<file path="src/rtl/flags_stack.sv">
`default_nettype none
// ============================================================================
//  Module      : flags_stack
//  Description : WIDTH-bit condition flag register with per-bit masked update
//                and a DEPTH-entry LIFO save/restore stack for call/interrupt
//                context, plus sticky overflow/underflow error reporting.
//  Revision    : 1.0 - initial release
// ============================================================================
module flags_stack #(
  parameter int WIDTH = 4,
  parameter int DEPTH = 4,
  parameter int CW    = $clog2(DEPTH + 1)
) (
  input  logic             clock,
  input  logic             reset,
  input  logic             run,
  input  logic             update_en,
  input  logic [WIDTH-1:0] flag_input,
  input  logic [WIDTH-1:0] update_mask,
  input  logic             push,
  input  logic             pop,
  input  logic             clear_err,
  output logic [WIDTH-1:0] flag_reg,
  output logic [WIDTH-1:0] stack_top,
  output logic [CW-1:0]    count,
  output logic             full,
  output logic             empty,
  output logic             overflow_err,
  output logic             underflow_err
);

  // Address width of the stack storage; a single-entry stack still needs one bit.
  localparam int            AW      = (DEPTH > 1) ? $clog2(DEPTH) : 1;
  localparam logic [CW-1:0] C_DEPTH = CW'(DEPTH);
  localparam logic [CW-1:0] C_ONE   = CW'(1);

  logic [WIDTH-1:0] r_stack [DEPTH];
  logic [WIDTH-1:0] r_flag;
  logic [CW-1:0]    r_count;
  logic             r_ovf;
  logic             r_unf;

  logic [WIDTH-1:0] w_flag_next;
  logic [CW-1:0]    w_count_next;
  logic             w_ovf_next;
  logic             w_unf_next;
  logic             w_full;
  logic             w_empty;
  logic [AW-1:0]    w_top_idx;
  logic [AW-1:0]    w_push_idx;
  logic [WIDTH-1:0] w_top;
  logic [WIDTH-1:0] w_masked;
  logic             w_do_push;
  logic             w_do_pop;
  logic             w_do_xchg;
  logic             w_ovf_evt;
  logic             w_unf_evt;
  logic             w_stack_we;
  logic [AW-1:0]    w_stack_widx;

  assign w_full     = (r_count == C_DEPTH);
  assign w_empty    = (r_count == '0);
  // The occupancy count doubles as the write pointer; top entry sits one below.
  assign w_push_idx = AW'(r_count);
  assign w_top_idx  = AW'(r_count - C_ONE);
  // Masking while empty keeps stale RAM contents (never reset) invisible.
  assign w_top      = w_empty ? '0 : r_stack[w_top_idx];
  assign w_masked   = (r_flag & ~update_mask) | (flag_input & update_mask);

  // Decode the stack operation for this cycle; nothing happens while run is low.
  always_comb begin
    w_do_push = 1'b0;
    w_do_pop  = 1'b0;
    w_do_xchg = 1'b0;
    w_ovf_evt = 1'b0;
    w_unf_evt = 1'b0;
    if (run) begin
      if (push && !pop) begin
        w_do_push = !w_full;
        w_ovf_evt = w_full;
      end else if (pop && !push) begin
        w_do_pop  = !w_empty;
        w_unf_evt = w_empty;
      end else if (push && pop) begin
        // An exchange never overflows: the stack depth is unchanged.
        w_do_xchg = !w_empty;
        w_unf_evt = w_empty;
      end
    end
  end

  // Next-state for flags, occupancy and sticky error bits.
  always_comb begin
    w_flag_next  = r_flag;
    w_count_next = r_count;
    w_ovf_next   = r_ovf;
    w_unf_next   = r_unf;
    w_stack_we   = 1'b0;
    w_stack_widx = w_push_idx;
    if (run) begin
      // A successful restore takes priority over the ALU update.
      if (w_do_pop || w_do_xchg) begin
        w_flag_next = w_top;
      end else if (update_en) begin
        w_flag_next = w_masked;
      end

      if (w_do_push) begin
        w_count_next = r_count + C_ONE;
        w_stack_we   = 1'b1;
        w_stack_widx = w_push_idx;
      end else if (w_do_pop) begin
        w_count_next = r_count - C_ONE;
      end else if (w_do_xchg) begin
        w_stack_we   = 1'b1;
        w_stack_widx = w_top_idx;
      end

      // A fresh error event beats a simultaneous clear for that bit.
      if (w_ovf_evt) begin
        w_ovf_next = 1'b1;
      end else if (clear_err) begin
        w_ovf_next = 1'b0;
      end
      if (w_unf_evt) begin
        w_unf_next = 1'b1;
      end else if (clear_err) begin
        w_unf_next = 1'b0;
      end
    end
  end

  // Control state with asynchronous clear.
  always_ff @(posedge clock or posedge reset) begin
    if (reset) begin
      r_flag  <= '0;
      r_count <= '0;
      r_ovf   <= 1'b0;
      r_unf   <= 1'b0;
    end else begin
      r_flag  <= w_flag_next;
      r_count <= w_count_next;
      r_ovf   <= w_ovf_next;
      r_unf   <= w_unf_next;
    end
  end

  // Stack storage; the write always saves the pre-update flag value.
  always_ff @(posedge clock) begin
    if (w_stack_we) begin
      r_stack[w_stack_widx] <= r_flag;
    end
  end

  assign flag_reg      = r_flag;
  assign stack_top     = w_top;
  assign count         = r_count;
  assign full          = w_full;
  assign empty         = w_empty;
  assign overflow_err  = r_ovf;
  assign underflow_err = r_unf;

endmodule
`default_nettype wire

</file>
<file path="config.mk">
export PLATFORM = sky130hd
export DESIGN_NAME = flags_stack
export DESIGN_NICKNAME = d
export VERILOG_FILES = /design/src/rtl/flags_stack.sv
export SDC_FILE = /design/constraint.sdc
export NUM_CORES = 1
export LEC_CHECK = 0
export ABC_CLOCK_PERIOD_IN_PS = 3000
export CAP_MARGIN = 20
export CORE_UTILIZATION = 40
export DETAILED_ROUTE_END_ITERATION = 10
export GPL_ROUTABILITY_DRIVEN = 0
export PLACE_DENSITY = 0.66
export SLEW_MARGIN = 20
export SYNTH_ARGS = -nofsm -noshare
export SYNTH_HDL_FRONTEND = slang
export SYNTH_SLANG_ARGS = --single-unit
</file>
<file path="constraint.sdc">
create_clock -name clock -period 3 [get_ports clock]
set_input_delay 0.9 -clock clock [delete_from_list [all_inputs] [get_ports clock]]
set_output_delay 0.9 -clock clock [all_outputs]
set_load 0.005 [all_outputs]
</file>
==> results of run 1 <==
power by group through the flow:
stage | combinational, mW | clock (mW) | sequential, mW
global route | 1.01 | 0.174 | 0.567
finish | 0.937 | 0.159 | 0.555
CTS | 0.836 | 0.164 | 0.553
floorplan | 0.447 | 0 | 0.557
global placement | 0.788 | 0 | 0.552
detailed placement | 0.797 | 0 | 0.560
path summary, 6_finish.rpt:
check	start	end	slack (ps)	cells after the start
setup / recovery	count[1]	stack_top[1]	80	5
min in group asynchronous	reset	count[1]	850	2
hold reg to reg	underflow_err	underflow_err	530	1
hold / removal	underflow_err	underflow_err	530	1
setup reg to reg	count[1]	r_stack[3][2]	1100	8
max in group asynchronous	reset	async pin	1860	2
per-layer routing:
layer | global-route usage (%) | wire length, µm | vias to the layer above
met5 | 0 | 0 | -
met4 | 6.46 | 0 | 0
met3 | 3.08 | 111 | 0
met2 | 31.2 | 1460 | 31
met1 | 23.2 | 1280 | 471
li1 | - | - | 442
cells by family (layout without fill, tap and decap cells):
family	count (synthesis)	count (layout)	synth area share (%)
AOI/OAI and AO/OA	16	16	9.93
adders and majority gates	3	3	2.95
xor gates and xnor gates	2	2	1.38
muxes	8	8	10.2
buffers and inverters	12	52	6.00
DFF	25	25	55.5
and+or+nand+nor	31	31	14.1
worst register-to-register path, delay by kind of cell (launching register included):
| family | cells | cell delay (ps) |
|---|---|---|
| flops | 1 | 420 |
| compound gates | 1 | 230 |
| fa+ha+maj | 1 | 250 |
| simple gates | 1 | 90 |
| buf+inv | 5 | 650 |
through the flow:
step / utilization, % / instances
2_1_floorplan: - / 97
3_3_place_gp: 53.4 / 171
3_5_place_dp: 53.4 / 171
4_1_cts: 54.8 / 175
5_1_grt: 56.7 / 181
6_report: 56.7 / 181
cell usage in the layout (no fill, tap or decap), drive strengths merged, types with 2 or more instances in the layout:
cell type / instances
a21oi: 4
a31oi: 2
and2: 5
and4: 2
buf: 13
clkbuf: 3
clkdlybuf4s50: 26
dfrtp: 9
dlymetal6s2s: 3
edfxtp: 16
ha: 3
inv: 6
mux2i: 4
mux4: 4
nand2: 8
nand3: 8
nand4: 3
nor2: 3
o21ai: 4
xnor2: 2
what timing repair did:
item,in CTS,in global routing
hold buffers,0,0
gates resized for setup,3,5
setup buffers,0,6
setup endpoints to repair,4,4
pin swaps,1,1
Yosys cell counts, drive strengths merged:
library cell	number	area share, %
nor2	3	0.88
o21ai	4	1.6
and2	5	2.5
edfxtp	16	38
mux4	4	7.1
a21oi	4	1.9
nand2	8	2.4
a31oi	2	2.2
dfrtp	9	18
a2bb2oi	1	0.69
nand4	3	1.5
inv	6	1.8
nand2b	1	1.1
a22o	1	0.69
nand3	8	3.5
a32o	1	0.79
ha	3	3.0
clkbuf	1	0.29
buf	5	3.9
a32oi	1	0.69
xnor2	2	1.4
a21boi	1	0.59
o221a	1	0.88
and3	1	0.88
and4	2	1.4
mux2i	4	3.1
cell type report:
class | count | area (µm²)
Inverter | 6 | 22.5
Fill cell | 263 | 1310
Tap cell | 44 | 55.1
Clock buffer | 3 | 22.5
Multi-Input combinational cell | 60 | 503
Clock inverter | 1 | 7.51
Sequential cell | 25 | 706
Timing Repair Buffer | 42 | 399
==> metrics.md, run 1 <==
| Metric | Value |
|---|---|
| Status | finished, final reports clean |
| WHS | 532 ps |
| Synth Warn # | 0 |
| Post-synthesis sequential area ratio | 55.5% |
| Grt total ovfl | 0 |
| WS Path Type | reg2out |
| Count of nets after finishing | 156 |
| Post-DRT Antenna Nets | 0 |
| Arrival @ worst endpoint | 2020 ps |
| Post-Route Skew | 2.03 ps |
| Worst VDD drop | 0.000432 V |
| DRT Wirelength | 2860 µm |
| Synth Net Count | 115 |
| Slew HR | 67.5% |
| Rows | 20 |
| 1st-pass router iterations | 4 |
| Final count of negative-setup-slack endpoints | 0 |
| Area grow syn2layout | 34.8% |
| DRC | 0 |
| Initial antenna violation count | 0 |
| Final worst setup slack | 79.5 ps |
| Critical path peak fanout | 7 |
| Post-layout power | 1.65 mW |
| Initial Util | 42.0% |
| RSZ-0062 raised after global routing | false |
| Seq cells post-synth | 25 |
| Worst-Margin Slew | 488 ps |
| Die height | 58.4 µm |
| Port Buffers | 29 |
| Full die area | 0.00341 mm² |
| P_leak | 0.696 nW |
| Synth Instances | 97 |
| Largest net degree at the start of global routing | 16 |
| Global Route Usage Sum | 18.1% |
| Slowest library cell on the worst path | clkdlybuf4s50_1 |
| # clock sinks | 25 |
| Synth cell types | 30 |
| Mapped cell area | 0.00127 mm² |
| Tmin final | 2920 ps |
| First-pass GRT wire length | 4510 µm |
| Delay-heaviest family, CP | buffers and inverters |
| DR WL/cell | 15.8 µm |
| Vias per cell | 5.22 |
| Layout cells sized above 1 | 21.9% |
| CP Launch Type | flop |
| Final hold vios | 0 |
| Post-DP Area | 0.00162 mm² |
| Worst Hold Class | reg2reg |
| Ant diodes | 0 |
| CTS tree | done |
| TritonCTS Buffers | 3 |
| CP bufs+invs | 2 |
| 1st-iter DRT viols | 44 |
| CP max stage delay | 430 ps |
| # H-tree levels | 1 |
| Via Count | 944 |
| Slew Limit Fails | 0 |
| Die Wd | 58.4 µm |
| Setup_tns | 0 ps |
| Sw frac | 33.8% |
| Vias in the first global route | 963 |
| Worst Setup End Kind | output port |
| Syn Area/Cell | 13.1 µm² |
| Max-Cap Viols | 0 |
| Internal power | 1.09 mW |
| Placeable Area | 0.00303 mm² |
| Data required time of the critical path | 2100 ps |
| Sw power | 0.557 mW |
| Power share of the clock group | 9.6% |
| Io pins | 30 |
| Bufs on Longest Clock Path | 2 |
| Combinational Power Share | 56.8% |
| CP Cell Sequence | inv_2 -> ha_4 -> mux4_2 -> and2_1 -> clkdlybuf4s50_1 |
| Sequential power share | 33.6% |
| Root Driver | clkbuf_4 |
| Finished Cell Area | 0.00172 mm² |
| Clk slew on worst S/H paths | 140 ps |
| Max Freq | 342 MHz |
| Final Cycle Share | 97.3% |
| Clock latency at the later pin of the worst-skew pair | 320 ps |
| Placement Setup Slack | 211 ps |
| Pwr/cell area | 962 mW/mm² |
(Power assumes the default switching activity.)
==> run 2, diff against run 1 <==
- ABC_CLOCK_PERIOD_IN_PS: 3000 -> 3300
- clock period: 3 -> 3.3 ns (I/O delays scaled with it)
==> run 2 against run 1 <==
Sequential share of layout area increased by 2.2 points; largest power group unchanged; critical endpoint is now stack_top[3]; final cell count shrank 5.5%; sequential cell count did not move; first-iteration DRC count shrank 9.1%; die area did not move; utilization is 2.8 points lower.
==> metrics.md, run 2 (synthesized netlist as in run 1, its figures left out) <==
| Metric | Value |
|---|---|
| Status | finished, final reports clean |
| CP Launch Type | flop |
| Vias per cell | 5.19 |
| Reg area | 707 µm² |
| Final Cycle Share | 95.7% |
| Initial antenna violation count | 0 |
| Largest net degree at the start of global routing | 16 |
| # H-tree levels | 1 |
| Reg2reg setup slack | 1330 ps |
| Setup_tns | 0 ps |
| Post-CTS Setup Inserts | 0 |
| Worst hold start | underflow_err |
| Max-Cap Viols | 0 |
| Worst Hold End | underflow_err |
| Worst Hold Class | reg2reg |
| Data required time of the critical path | 2310 ps |
| Critical path peak fanout | 9 |
| Multi-input combinational cell area | 503 µm² |
| Slew HR | 65.1% |
| WL met2 | 1360 µm |
| Rows | 20 |
| Global Route Usage Sum | 18.3% |
| P_leak | 0.611 nW |
| Most frequent cells in the layout | 29 x clkdlybuf4s50_1, 16 x edfxtp_1, 8 x nand2_1, 8 x dfrtp_1, 7 x nand3_1 |
| Placeable Area | 0.00303 mm² |
| CTS tree | done |
| Io pins | 30 |
| Ant diodes | 0 |
| Worst VDD drop | 0.000415 V |
| DR WL/cell | 16.1 µm |
| Pwr/cell area | 843 mW/mm² |
| Initial Util | 42.0% |
| Grt total ovfl | 0 |
| # clock sinks | 25 |
| DRT Wirelength | 2750 µm |
| Tmin final | 3160 ps |
| WHS | 524 ps |
| Wire length on met1 | 1210 µm |
| TritonCTS Buffers | 3 |
| Slew Limit Fails | 0 |
| WS Path Type | reg2out |
| Via Count | 887 |
| Area grow syn2layout | 28.1% |
| DRC | 0 |
| First-pass GRT wire length | 4530 µm |
| Vias in the first global route | 932 |
| Final count of negative-setup-slack endpoints | 0 |
| Worst reg2reg startpoint | count[0] |
| Final hold vios | 0 |
| Worst-Margin Slew | 524 ps |
| Root Driver | clkbuf_4 |
| Clock latency at the later pin of the worst-skew pair | 320 ps |
| Most common cell after layout, fill and taps aside | clkdlybuf4s50_1 |
| Full die area | 0.00341 mm² |
| Post-DRT Antenna Nets | 0 |
| Die height | 58.4 µm |
| FILL cells | 283 |
| Worst Setup End Kind | output port |
| Count of nets after finishing | 146 |
| Arrival @ worst endpoint | 2170 ps |
| DR WL met3 | 168 µm |
| Uppermost layer routed | met3 |
| HPWL Detailed | 1990 µm |
| Worst r2r dst | r_stack[3][0] |
| Port Buffers | 29 |
| RSZ-0062 raised after global routing | false |
| 1st-pass router iterations | 4 |
| Bufs on Longest Clock Path | 2 |
| Die Wd | 58.4 µm |
| 1st-iter DRT viols | 40 |
| Post-Route Skew | 6.99 ps |
| Clk slew on worst S/H paths | 130 ps |
| Hold Path Stages | 1 |
| R2R cell count | 5 |
| Layout cells sized above 1 | 15.0% |
| Max Freq | 317 MHz |
[run 2: cell count changes in the layout (fill, tap and decap cells not counted), sizes merged]
cell           previous run  this run
buf                      13         3
clkdlybuf4s50            26        29
dlymetal6s2s              3         0
[run 2: worst max-delay path, stage by stage (launching register included)]
cell,delay [ps]
dfrtp_2,440
inv_1,130
ha_4,360
mux4_2,320
and2_1,170
clkdlybuf4s50_1,430
[run 2: repair_timing]
| item | CTS | global route |
|---|---|---|
| hold buffers | 0 | 0 |
| pin swaps | 0 | 0 |
| endpoints found under the setup margin | 4 | 4 |
| gates resized for setup | 2 | 1 |
[run 2: worst max path at each step]
stage / depth (start not counted) / startpoint / to / slack (ps)
global route: 5 / count[1] / stack_top[3] / 10
floorplan: 6 / count[0] / stack_top[0] / 620
finish: 5 / count[1] / stack_top[3] / 140
CTS: 5 / count[1] / stack_top[3] / 60
global placement: 5 / count[1] / stack_top[0] / 330
detailed placement: 5 / count[1] / stack_top[3] / 260
[run 2: per-stage QoR]
stage	utilization (%)	instances	area, µm²	setup slack, ps	power, mW
6_report	53.8	171	1630	142	1.37
5_1_grt	53.8	171	1630	9.84	1.47
4_1_cts	53.8	171	1630	62.6	1.38
3_5_place_dp	52.4	167	1590	258	1.21
3_3_place_gp	52.4	167	1590	328	1.20
2_1_floorplan	-	97	1270	624	0.913
[run 2: report_power, final]
part           switching (mW)  internal, mW
Sequential             0.0675         0.441
Clock                  0.0915        0.0463
Combinational           0.309         0.419
[run 2: cell type report]
class | count | share of cell area [%]
clock inverters | 1 | 0.460
repair buffers | 32 | 19.2
well taps | 44 | 3.38
multi-input cells | 60 | 30.9
clock buffers | 3 | 1.38
flip-flops and latches | 25 | 43.4
inverters | 6 | 1.38
[run 2: layer usage]
| layer | up-vias | track usage (%) |
|---|---|---|
| li1 | 421 | - |
| met1 | 420 | 24.3 |
| met2 | 46 | 30.4 |
| met3 | 0 | 4.62 |
| met4 | 0 | 4.08 |
| met5 | - | 0 |
==> run 3, diff against run 2 <==
- ABC_CLOCK_PERIOD_IN_PS: 3300 -> 3700
- SLEW_MARGIN: 20 -> default
- clock period: 3.3 -> 3.7 ns (I/O delays scaled with it)
==> run 3 against run 2 <==
Sequential share of layout area is 0.43 points higher; via count is 0.68% higher; die area stayed put; non-clock buffer count is 1 lower.
==> metrics.md, run 3 (synthesized netlist as in run 1, its figures left out) <==
| Metric | Value |
|---|---|
| Status | finished, final reports clean |
| HPWL Detailed | 1990 µm |
| Hold Buf Count CTS | 0 |
| Ant diodes | 0 |
| First-pass GRT wire length | 4410 µm |
| Post-DRT Antenna Nets | 0 |
| CTS tree | done |
| Grt total ovfl | 0 |
| Initial Util | 42.0% |
| Clk slew on worst S/H paths | 140 ps |
| Slew Limit Fails | 0 |
| Post-DP Area | 0.00158 mm² |
| Max-Cap Viols | 0 |
| Slew HR | 66.4% |
| Full die area | 0.00341 mm² |
| Via Count | 893 |
| # clock sinks | 25 |
| Clock latency at the later pin of the worst-skew pair | 320 ps |
| WS Path Type | reg2out |
| Worst VDD drop | 0.000387 V |
| Count of cells resized by post-cts repair | 0 |
| Max Freq | 288 MHz |
| DRC | 0 |
| Final count of negative-setup-slack endpoints | 0 |
| DR WL/cell | 16.5 µm |
| Sequential power share | 37.5% |
| Arrival @ worst endpoint | 2360 ps |
| 1st-pass router iterations | 4 |
| DRT Wirelength | 2800 µm |
| R2R cell count | 5 |
| Placeable Area | 0.00303 mm² |
| Final hold vios | 0 |
| CP Launch Type | flop |
| Most common cell after layout, fill and taps aside | clkdlybuf4s50_1 |
| Area grow syn2layout | 26.6% |
| Hold Path Stages | 1 |
| Most frequent cells in the layout | 29 x clkdlybuf4s50_1, 16 x edfxtp_1, 9 x dfrtp_1 |
| Combinational Power Share | 52.1% |
| P_leak | 0.606 nW |
| Worst Setup End Kind | output port |
| Port Buffers | 29 |
| Final Cycle Share | 93.8% |
| Sw frac | 34.8% |
| Io pins | 30 |
| Count of nets after finishing | 145 |
| Global Route Usage Sum | 18.1% |
| Initial antenna violation count | 0 |
| FILL cells | 289 |
| Post-CTS Setup Inserts | 0 |
| # placed instances | 166 |
| Sw power | 0.421 mW |
| Post-Route Skew | 6.60 ps |
| 1st-iter DRT viols | 31 |
| Worst-Margin Slew | 504 ps |
| Placement Setup Slack | 502 ps |
| Finished Cell Area | 0.00161 mm² |
| # H-tree levels | 1 |
| Tmin final | 3470 ps |
| Vias per cell | 5.25 |
| Vias in the first global route | 911 |
| RSZ-0062 raised after global routing | false |
| Bufs on Longest Clock Path | 2 |
| Final Util | 53.2% |
| Critical path peak fanout | 9 |
| Worst Hold Class | reg2reg |
| Rows | 20 |
| Root Driver | clkbuf_4 |
| Internal power | 0.790 mW |
| Final worst setup slack | 230 ps |
| Largest net degree at the start of global routing | 16 |
| Pwr/cell area | 752 mW/mm² |
| Die height | 58.4 µm |
| Setup_tns | 0 ps |
| Layout cells sized above 1 | 13.5% |
| Die Wd | 58.4 µm |
| Post-Layout Cell Count | 170 |
| Power share of the clock group | 10.4% |
| TritonCTS Buffers | 3 |
| Data required time of the critical path | 2590 ps |
-- run 3: final timing paths --
| check | from | slack (ps) | to |
|---|---|---|---|
| min in group asynchronous | reset | 1060 | async pin |
| worst min-delay path | underflow_err | 520 | underflow_err |
| worst min register to register | underflow_err | 520 | underflow_err |
| worst max register to register | count[1] | 1650 | r_stack[3][0] |
| max in group asynchronous | reset | 2340 | count[1] |
| worst max-delay path | count[1] | 230 | stack_top[3] |
-- run 3: cell type report --
cell class | instances | area (µm²) | area share (%)
clock buffer | 3 | 22.5 | 1.40
timing repair buffer | 31 | 305 | 18.9
multi-input combinational | 60 | 493 | 30.6
clock inverter | 1 | 7.51 | 0.466
tap | 44 | 55.1 | 3.42
inverter | 6 | 22.5 | 1.40
sequential | 25 | 706 | 43.8
-- run 3: through the flow --
step	hold WS, ps	total power [mW]
after floorplan	489	0.815
after global placement	491	1.07
after detailed placement	494	1.09
after CTS	527	1.22
after global routing	544	1.29
final	522	1.21
-- run 3: critical path, cell delays in order (launching register included) --
cell and delay (ps):
dfrtp_1 480, inv_1 140, ha_2 480, mux4_2 350
and2_1 170, clkdlybuf4s50_1 430
-- run 3: power by group through the flow --
stage          Sequential (mW)  Clock, mW  Combinational [mW]
3_3_place_gp             0.454          0               0.611
2_1_floorplan            0.452          0               0.363
6_report                 0.454      0.127               0.631
5_1_grt                  0.464      0.138               0.687
3_5_place_dp             0.461          0               0.627
4_1_cts                  0.454      0.130               0.632
-- run 3: metal layers --
layer | share of wire [%] | GRT usage [%] | up-vias
li1 | - | - | 416
met1 | 45 | 22.8 | 441
met2 | 49 | 31.2 | 34
met3 | 4.7 | 4.40 | 2
met4 | 0.43 | 4.76 | 0
met5 | 0 | 0 | -
